## src/rtl/spi_frame_arbiter.sv

```systemverilog
// Round-robin arbiter/sequencer sharing one SPI frame engine between N_REQ requesters.
// Latches the winner's word, issues START, waits for engine done, then enforces a CS-high gap.
module spi_frame_arbiter #(
    parameter int unsigned N_REQ      = 4,
    parameter int unsigned DATA_W     = 16,
    parameter int unsigned GAP_CYCLES = 2
) (
    input  logic                        clk_i,
    input  logic                        arst_ni,
    input  logic [N_REQ-1:0]            req_valid_i,
    input  logic [N_REQ*DATA_W-1:0]     req_data_i,
    output logic [N_REQ-1:0]            req_ready_o,
    output logic [N_REQ-1:0]            done_o,
    output logic                        eng_start_o,
    output logic [DATA_W-1:0]           eng_data_o,
    input  logic                        eng_done_i,
    output logic [N_REQ-1:0]            cs_sel_o,
    output logic [$clog2(N_REQ)-1:0]    grant_id_o,
    output logic                        busy_o
);

    localparam int unsigned GW = $clog2(N_REQ);
    localparam int unsigned CW = 4;
    localparam logic [N_REQ-1:0] ONE = {{(N_REQ-1){1'b0}}, 1'b1};

    typedef enum logic [1:0] {
        IDLE,
        START,
        WAIT,
        GAP
    } state_e;

    state_e              state_q, state_d;
    logic [GW-1:0]       ptr_q, ptr_d;
    logic [GW-1:0]       gid_q, gid_d;
    logic [DATA_W-1:0]   data_q, data_d;
    logic                start_q, start_d;
    logic [N_REQ-1:0]    done_q, done_d;
    logic [N_REQ-1:0]    cs_q, cs_d;
    logic                busy_q, busy_d;
    logic [CW-1:0]       cnt_q, cnt_d;

    logic                win_found;
    logic [GW-1:0]       win_idx;

    // Rotating search starting just after the last owner.
    always_comb begin
        int unsigned idx;
        idx       = 0;
        win_found = 1'b0;
        win_idx   = '0;
        for (int unsigned i = 1; i <= N_REQ; i++) begin
            idx = (32'(ptr_q) + i) % N_REQ;
            if (!win_found && req_valid_i[idx]) begin
                win_found = 1'b1;
                win_idx   = GW'(idx);
            end
        end
    end

    assign req_ready_o = (state_q == IDLE && win_found) ? (ONE << win_idx) : '0;

    always_comb begin
        state_d = state_q;
        ptr_d   = ptr_q;
        gid_d   = gid_q;
        data_d  = data_q;
        start_d = 1'b0;
        done_d  = '0;
        cs_d    = cs_q;
        busy_d  = busy_q;
        cnt_d   = cnt_q;
        case (state_q)
            IDLE: begin
                if (win_found) begin
                    state_d = START;
                    ptr_d   = win_idx;
                    gid_d   = win_idx;
                    data_d  = req_data_i[win_idx*DATA_W +: DATA_W];
                    start_d = 1'b1;
                    cs_d    = ONE << win_idx;
                    busy_d  = 1'b1;
                end
            end
            START: state_d = WAIT;
            WAIT: begin
                if (eng_done_i) begin
                    done_d = ONE << gid_q;
                    cs_d   = '0;
                    if (GAP_CYCLES > 0) begin
                        state_d = GAP;
                        cnt_d   = CW'(GAP_CYCLES - 1);
                    end else begin
                        state_d = IDLE;
                        busy_d  = 1'b0;
                    end
                end
            end
            GAP: begin
                if (cnt_q == '0) begin
                    state_d = IDLE;
                    busy_d  = 1'b0;
                end else begin
                    cnt_d = cnt_q - 1'b1;
                end
            end
            default: begin
                state_d = IDLE;
                busy_d  = 1'b0;
                cs_d    = '0;
            end
        endcase
    end

    always_ff @(posedge clk_i or negedge arst_ni) begin
        if (!arst_ni) begin
            state_q <= IDLE;
            ptr_q   <= GW'(N_REQ - 1);
            gid_q   <= '0;
            data_q  <= '0;
            start_q <= 1'b0;
            done_q  <= '0;
            cs_q    <= '0;
            busy_q  <= 1'b0;
            cnt_q   <= '0;
        end else begin
            state_q <= state_d;
            ptr_q   <= ptr_d;
            gid_q   <= gid_d;
            data_q  <= data_d;
            start_q <= start_d;
            done_q  <= done_d;
            cs_q    <= cs_d;
            busy_q  <= busy_d;
            cnt_q   <= cnt_d;
        end
    end

    assign done_o      = done_q;
    assign eng_start_o = start_q;
    assign eng_data_o  = data_q;
    assign cs_sel_o    = cs_q;
    assign grant_id_o  = gid_q;
    assign busy_o      = busy_q;

endmodule

```

## config.mk

```make
export PLATFORM = sky130hd
export DESIGN_NAME = spi_frame_arbiter
export DESIGN_NICKNAME = d
export VERILOG_FILES = /design/src/rtl/spi_frame_arbiter.sv
export SDC_FILE = /design/constraint.sdc
export NUM_CORES = 1
export LEC_CHECK = 0
export ABC_AREA = 1
export CAP_MARGIN = 20
export CORE_ASPECT_RATIO = 1.2
export CORE_MARGIN = 4
export CORE_UTILIZATION = 40
export DETAILED_ROUTE_END_ITERATION = 10
export MAX_ROUTING_LAYER = met4
export PLACE_DENSITY = 0.78
export REMOVE_ABC_BUFFERS = 1
export SLEW_MARGIN = 20
export SYNTH_ARGS = -nofsm -noshare
export SYNTH_HDL_FRONTEND = slang
export SYNTH_SLANG_ARGS = --single-unit
export TNS_END_PERCENT = 30
```

## constraint.sdc

```tcl
create_clock -name clk_i -period 2.36 [get_ports clk_i]
set_clock_uncertainty 0.05 [all_clocks]
set_input_delay 0.708 -clock clk_i [delete_from_list [all_inputs] [get_ports clk_i]]
set_output_delay 0.708 -clock clk_i [all_outputs]
set_load 0.02 [all_outputs]
```

# Word level (Yosys, flattened, before mapping)
# Index checks and enable logic that the tools add are counted.
classes:
  order_cmp: 4
  n_shift: 3
  eq_ne: 7
  muxes: 34
  reduce_logical: 17
  n_addsub: 5
op_table:
  columns: ["operator", "n"]
  rows:
  - ["$shiftx 64x7->16", 1]
  - ["$mux 4", 7]
  - ["$pmux 4 s2", 2]
  - ["$mux 2", 7]
  - ["$lt 2x3->1 const B", 4]
  - ["$mux 1", 12]
  - ["$reduce_and 3->1", 4]
  - ["$bmux 1 s2", 4]
  - ["$ne 2x2->1 const B", 4]
  - ["$pmux 2 s4", 1]
  - ["$shl 1x2->4 const A", 2]
  - ["$reduce_bool 2->1", 3]
  - ["$add 2x1->2 const B", 2]
  - ["$add 2x2->2 const B", 2]
  - ["$eq 2x2->1 const B", 2]
  - ["$logic_and 1x1->1", 4]
  - ["$logic_not 4->1", 1]
  - ["$sub 4x1->4 const B", 1]
  - ["$logic_not 1->1", 3]
  - ["$eq 2x1->1 const B", 1]
  - ["$logic_not 2->1", 1]
  - ["$pmux 1 s2", 1]
  - ["$reduce_and 2->1", 1]
totals:
  word_cells: 79
  inputBits: 71
  regBits: 36
  output_inout_bits: 32

# Longest topological paths before layout
depth:
  ltp_word: 16
  depth_mapped: 17
  mapped_depth_nobuf: 15

# Worst setup path after synthesis
# No wires, ideal clock.
synth_path:
  path_type: "input-to-output"
  startpoint: "input port req_valid_i[3]"
  endpoint: "output port req_ready_o[3]"
  path_slack_ns: -0.297
  path_stages: 10
  arrival_ns: 1.899
  n_path_buf: 1
  required_ns: 1.602
  cell_sequence: "inv_1 > nand2_1 > nand3_1 > nand2_1 > nor2_4 > nand2_1 > nor2_2 > a21oi_4 > buf_4 > nor2_1"
synth_between:
  elab_chain_len: 14
  word_cells_on_any_way: 25
  cone_classes: "shift (1); mux (17); reduce/logical (7)"
synth_rtl:
  columns: ["element", "line_no", "source"]
  rows:
  - ["from (decl)", "10", "input logic [N_REQ-1:0] req_valid_i,"]
  - ["$bmux 1 s2", "54", "if (!win_found && req_valid_i[idx]) begin"]
  - ["$mux 1 (not written as such)", "54", null]
  - ["$mux 1", "54", null]
  - ["$logic_not 1->1", "54", null]
  - ["$logic_and 1x1->1", "54", null]
  - ["$mux 1", "54", null]
  - ["$logic_not 1->1", "54", null]
  - ["$logic_and 1x1->1", "54", null]
  - ["$mux 1", "54", null]
  - ["$logic_not 1->1", "54", null]
  - ["$logic_and 1x1->1", "54", null]
  - ["$mux 2 or $mux 1 (tied branches)", "54", null]
  - ["$shl 1x2->4 or $logic_and 1x1->1 (tied branches)", "61", "assign req_ready_o = (state_q == IDLE && win_found) ? (ONE << win_idx) : '0;"]
  - ["$mux 4 *", "61", null]
  - ["to (decl)", "12", "output logic [N_REQ-1:0] req_ready_o,"]
# Mark *: on every way between the ends. The rest lies on a longest branch, timed or not. The select of a mux whose other input is x is not followed.

# Worst setup path after layout
layout_path:
  startpoint: "input port req_valid_i[3]"
  endpoint: "output port req_ready_o[0]"
# Same word-level chain as after synthesis.

==> flow_summary.toml <==
[place]
dp_slack_ns = -1.245
io_buffers = 102
dp_cells = 578
place_congestion = 0.8646
dp_hpwl_mm = 5.509

[global_route]
grt_pass1_wl_mm = 12.56
grt_usage_pct = 21.30
grt_max_degree = 37
first_global_vias = 2789
overflow = 0
grt_antenna_before_repair = 0

[critical_path]
path_class = "in2out"
required_ns = 1.60
end_kind = "output port"
crit_chain = "dlygate4sd2_1 -> inv_1 -> nand2_1 -> nand3_1 -> nand2_1 -> nor2_4 -> nand3_4 -> nand3_4 -> inv_2 -> buf_6 -> nor3_4 -> buf_6"
critical_path_arrival_ns = 2.18
crit_path_max_fanout = 4
cp-start-kind = "input pin"
crit_path_top_delay_cell = "dlygate4sd2_1"
reg2reg_depth = 15
slowest_delay_ns = 0.25

[cts]
cts_tree = "done"
clk_path_buf_depth = 2
cts-htree-levels = 2
clock_latency_ns = 0.29
cts_made_buffers = 5
clock-root-buffer = "clkbuf_8"
clk_pin_slew_ns = 0.07
cts_sinks = 36
hold_buffers = 0

[drt]
num_vias = 2887
ant_nets = 0
drt_wl_total_mm = 7.803
drc = 0
drt_first_iter_violations = 95
via_per_inst = 4.820
wl_per_cell_um = 13.03
detail_route.first_pass.iterations = 4

[power]
vdd_drop_max_mv = 0.7969
powerDensity_nw_per_um2 = 1659
power_leakage_nw = 2.107

[timing]
rsz0062_at_grt = "true"
setup_tns_ns = -2.189
hold_viol = 0
fin_ws_ns = -0.5730
period_share_pct = 124.3
setup_violations = 4
post-route-min-period_ns = 2.933
worst_slew_pin_slew_ns = 0.4417
report.final.slew_viol_count = 0
maxSlewHeadroom_pct = 70.55
max_clock_freq_ghz = 0.3409

[cells_and_area]
multi_input_area_sq_um = 1481
fill_cells = 523
final_cell_mix = "nand2_1, clkdlybuf4s50_1, buf_4, dfrtp_1, nand4_1"
n_antenna_cell = 0
seq_area_sq_um = 903.4
fin_cells = 599
layout.nets = 593
drive_gt1_share_pct = 19.34
mostFrequentLayoutCell = "nand2_1"
area_growth_pct = 61.11
final_util_pct = 67.17

[synth]
seq_area_frac_synth_pct = 35.58
avgSynthCellArea_sq_um = 6.716
yosys.area.top_type = "dfrtp_1"
yosys-top-cells-area = "dfrtp_1, nand2_1, nand4_1, ha_1, inv_1"
synth-warning-count = 0
async_flop_share_pct = 100.0
yosysTopAreaCellShare_pct = 33.51
synth_cell_type_count = 33
ys.flop_type = "dfrtp_1"
synthCells = 378
syn_area_sq_um = 2539
synth_edf_count = 0
ys_ff_latch = 36

[min_path]
hold_path.class = "in2async"

[floorplanning]
row_count = 31
io_pins = 103
die-area_sq_um = 7691
die_w_um = 80.73
start_util_pct = 41.69
die_y_um = 95.27
core_area_sq_um = 6090

[outcome]
violations = "setup timing"
outcome = "complete, but fails checks"

[flow_run]
drv_cap = 0
## routing by layer
layer  up-vias  track usage (%)  share of wire (%)
met3        15            5.198                6.7
met1      1291            23.26                 38
met4         0            6.056                2.0
met5         -                -                  0
met2        98            38.26                 53
li1       1483                -                  -
## path summary, 6_finish.rpt
path                                startpoint             end  slack [ns]
worst max-delay path            req_valid_i[3]  req_ready_o[0]       -0.57
worst min-delay path                   arst_ni       done_o[3]        0.39
worst max register to register        ptr_q[0]  eng_data_o[13]        0.09
max in group asynchronous              arst_ni        ptr_q[0]        1.52
worst min register to register   eng_data_o[3]   eng_data_o[3]        0.43
min in group clk_i               eng_data_o[3]   eng_data_o[3]        0.43
## what timing repair did
item | in CTS | in global routing
setup endpoints to repair | 14 | 20
endpoints found under the hold margin | 0 | 0
resized for setup | 43 | 15
pin swaps | 16 | 14
buffers inserted | 11 | 4
## registers in the layout (all words and copies together) (netlist names)
name	count
busy_o	1
eng_start_o	1
state_q	2
ptr_q	2
done_o	4
grant_id_o	2
eng_data_o	16
cnt_q	4
cs_sel_o	4
## report_power, final
part | leakage, nW | switching [W] | internal, W
clock network | 0.0445 | 0.000220 | 0.000237
registers | 0.457 | 0.000166 | 0.000896
logic | 1.61 | 0.00308 | 0.00219
## synthesized netlist by cell type, drive strengths merged, types with 2 or more instances
master / instances
nand2: 218
dfrtp: 34
nand4: 33
inv: 24
buf: 18
nand3: 9
nor2: 8
o21ai: 7
ha: 6
nor3: 6
a21oi: 5
dfstp: 2
o31ai: 2
## cell type report
| cell class | instances | area share (%) |
|---|---|---|
| clock buffers | 7 | 2.111 |
| clock inverters | 1 | 0.1835 |
| inverters | 24 | 2.570 |
| multi-input cells | 299 | 36.22 |
| flip-flops and latches | 36 | 22.09 |
| well taps | 82 | 2.508 |
| repair buffers | 150 | 34.32 |
## critical path, delay by kind of cell
kind,cells,cell delay [ns]
and+or+nand+nor,7,0.83
buffers and inverters,5,0.62
## metrics by stage
step / cell area, sq um / hold slack (ns) / total power [W]
detailed placement: 3795 / 0.4143 / 0.005806
global route: 4090 / 0.4285 / 0.007500
CTS: 4026 / 0.4147 / 0.006663
floorplan: 2414 / 0.3624 / 0.004019
global placement: 3795 / 0.4113 / 0.005708
finish: 4090 / 0.3906 / 0.006786
## logic make-up (layout without fill, tap and decap cells)
kind of cell | after synthesis | in the layout | share of synthesized area [%]
buffers and inverters | 43 | 182 | 9.069
AO/OA/AOI/OAI | 18 | 18 | 4.584
adder cells (fa/ha/maj) | 6 | 6 | 2.957
AND/OR/NAND/NOR | 274 | 274 | 47.46
XOR/XNOR | 1 | 1 | 0.3451
flip-flops | 36 | 36 | 35.58
Note: power is estimated with default switching activity, not from simulation.
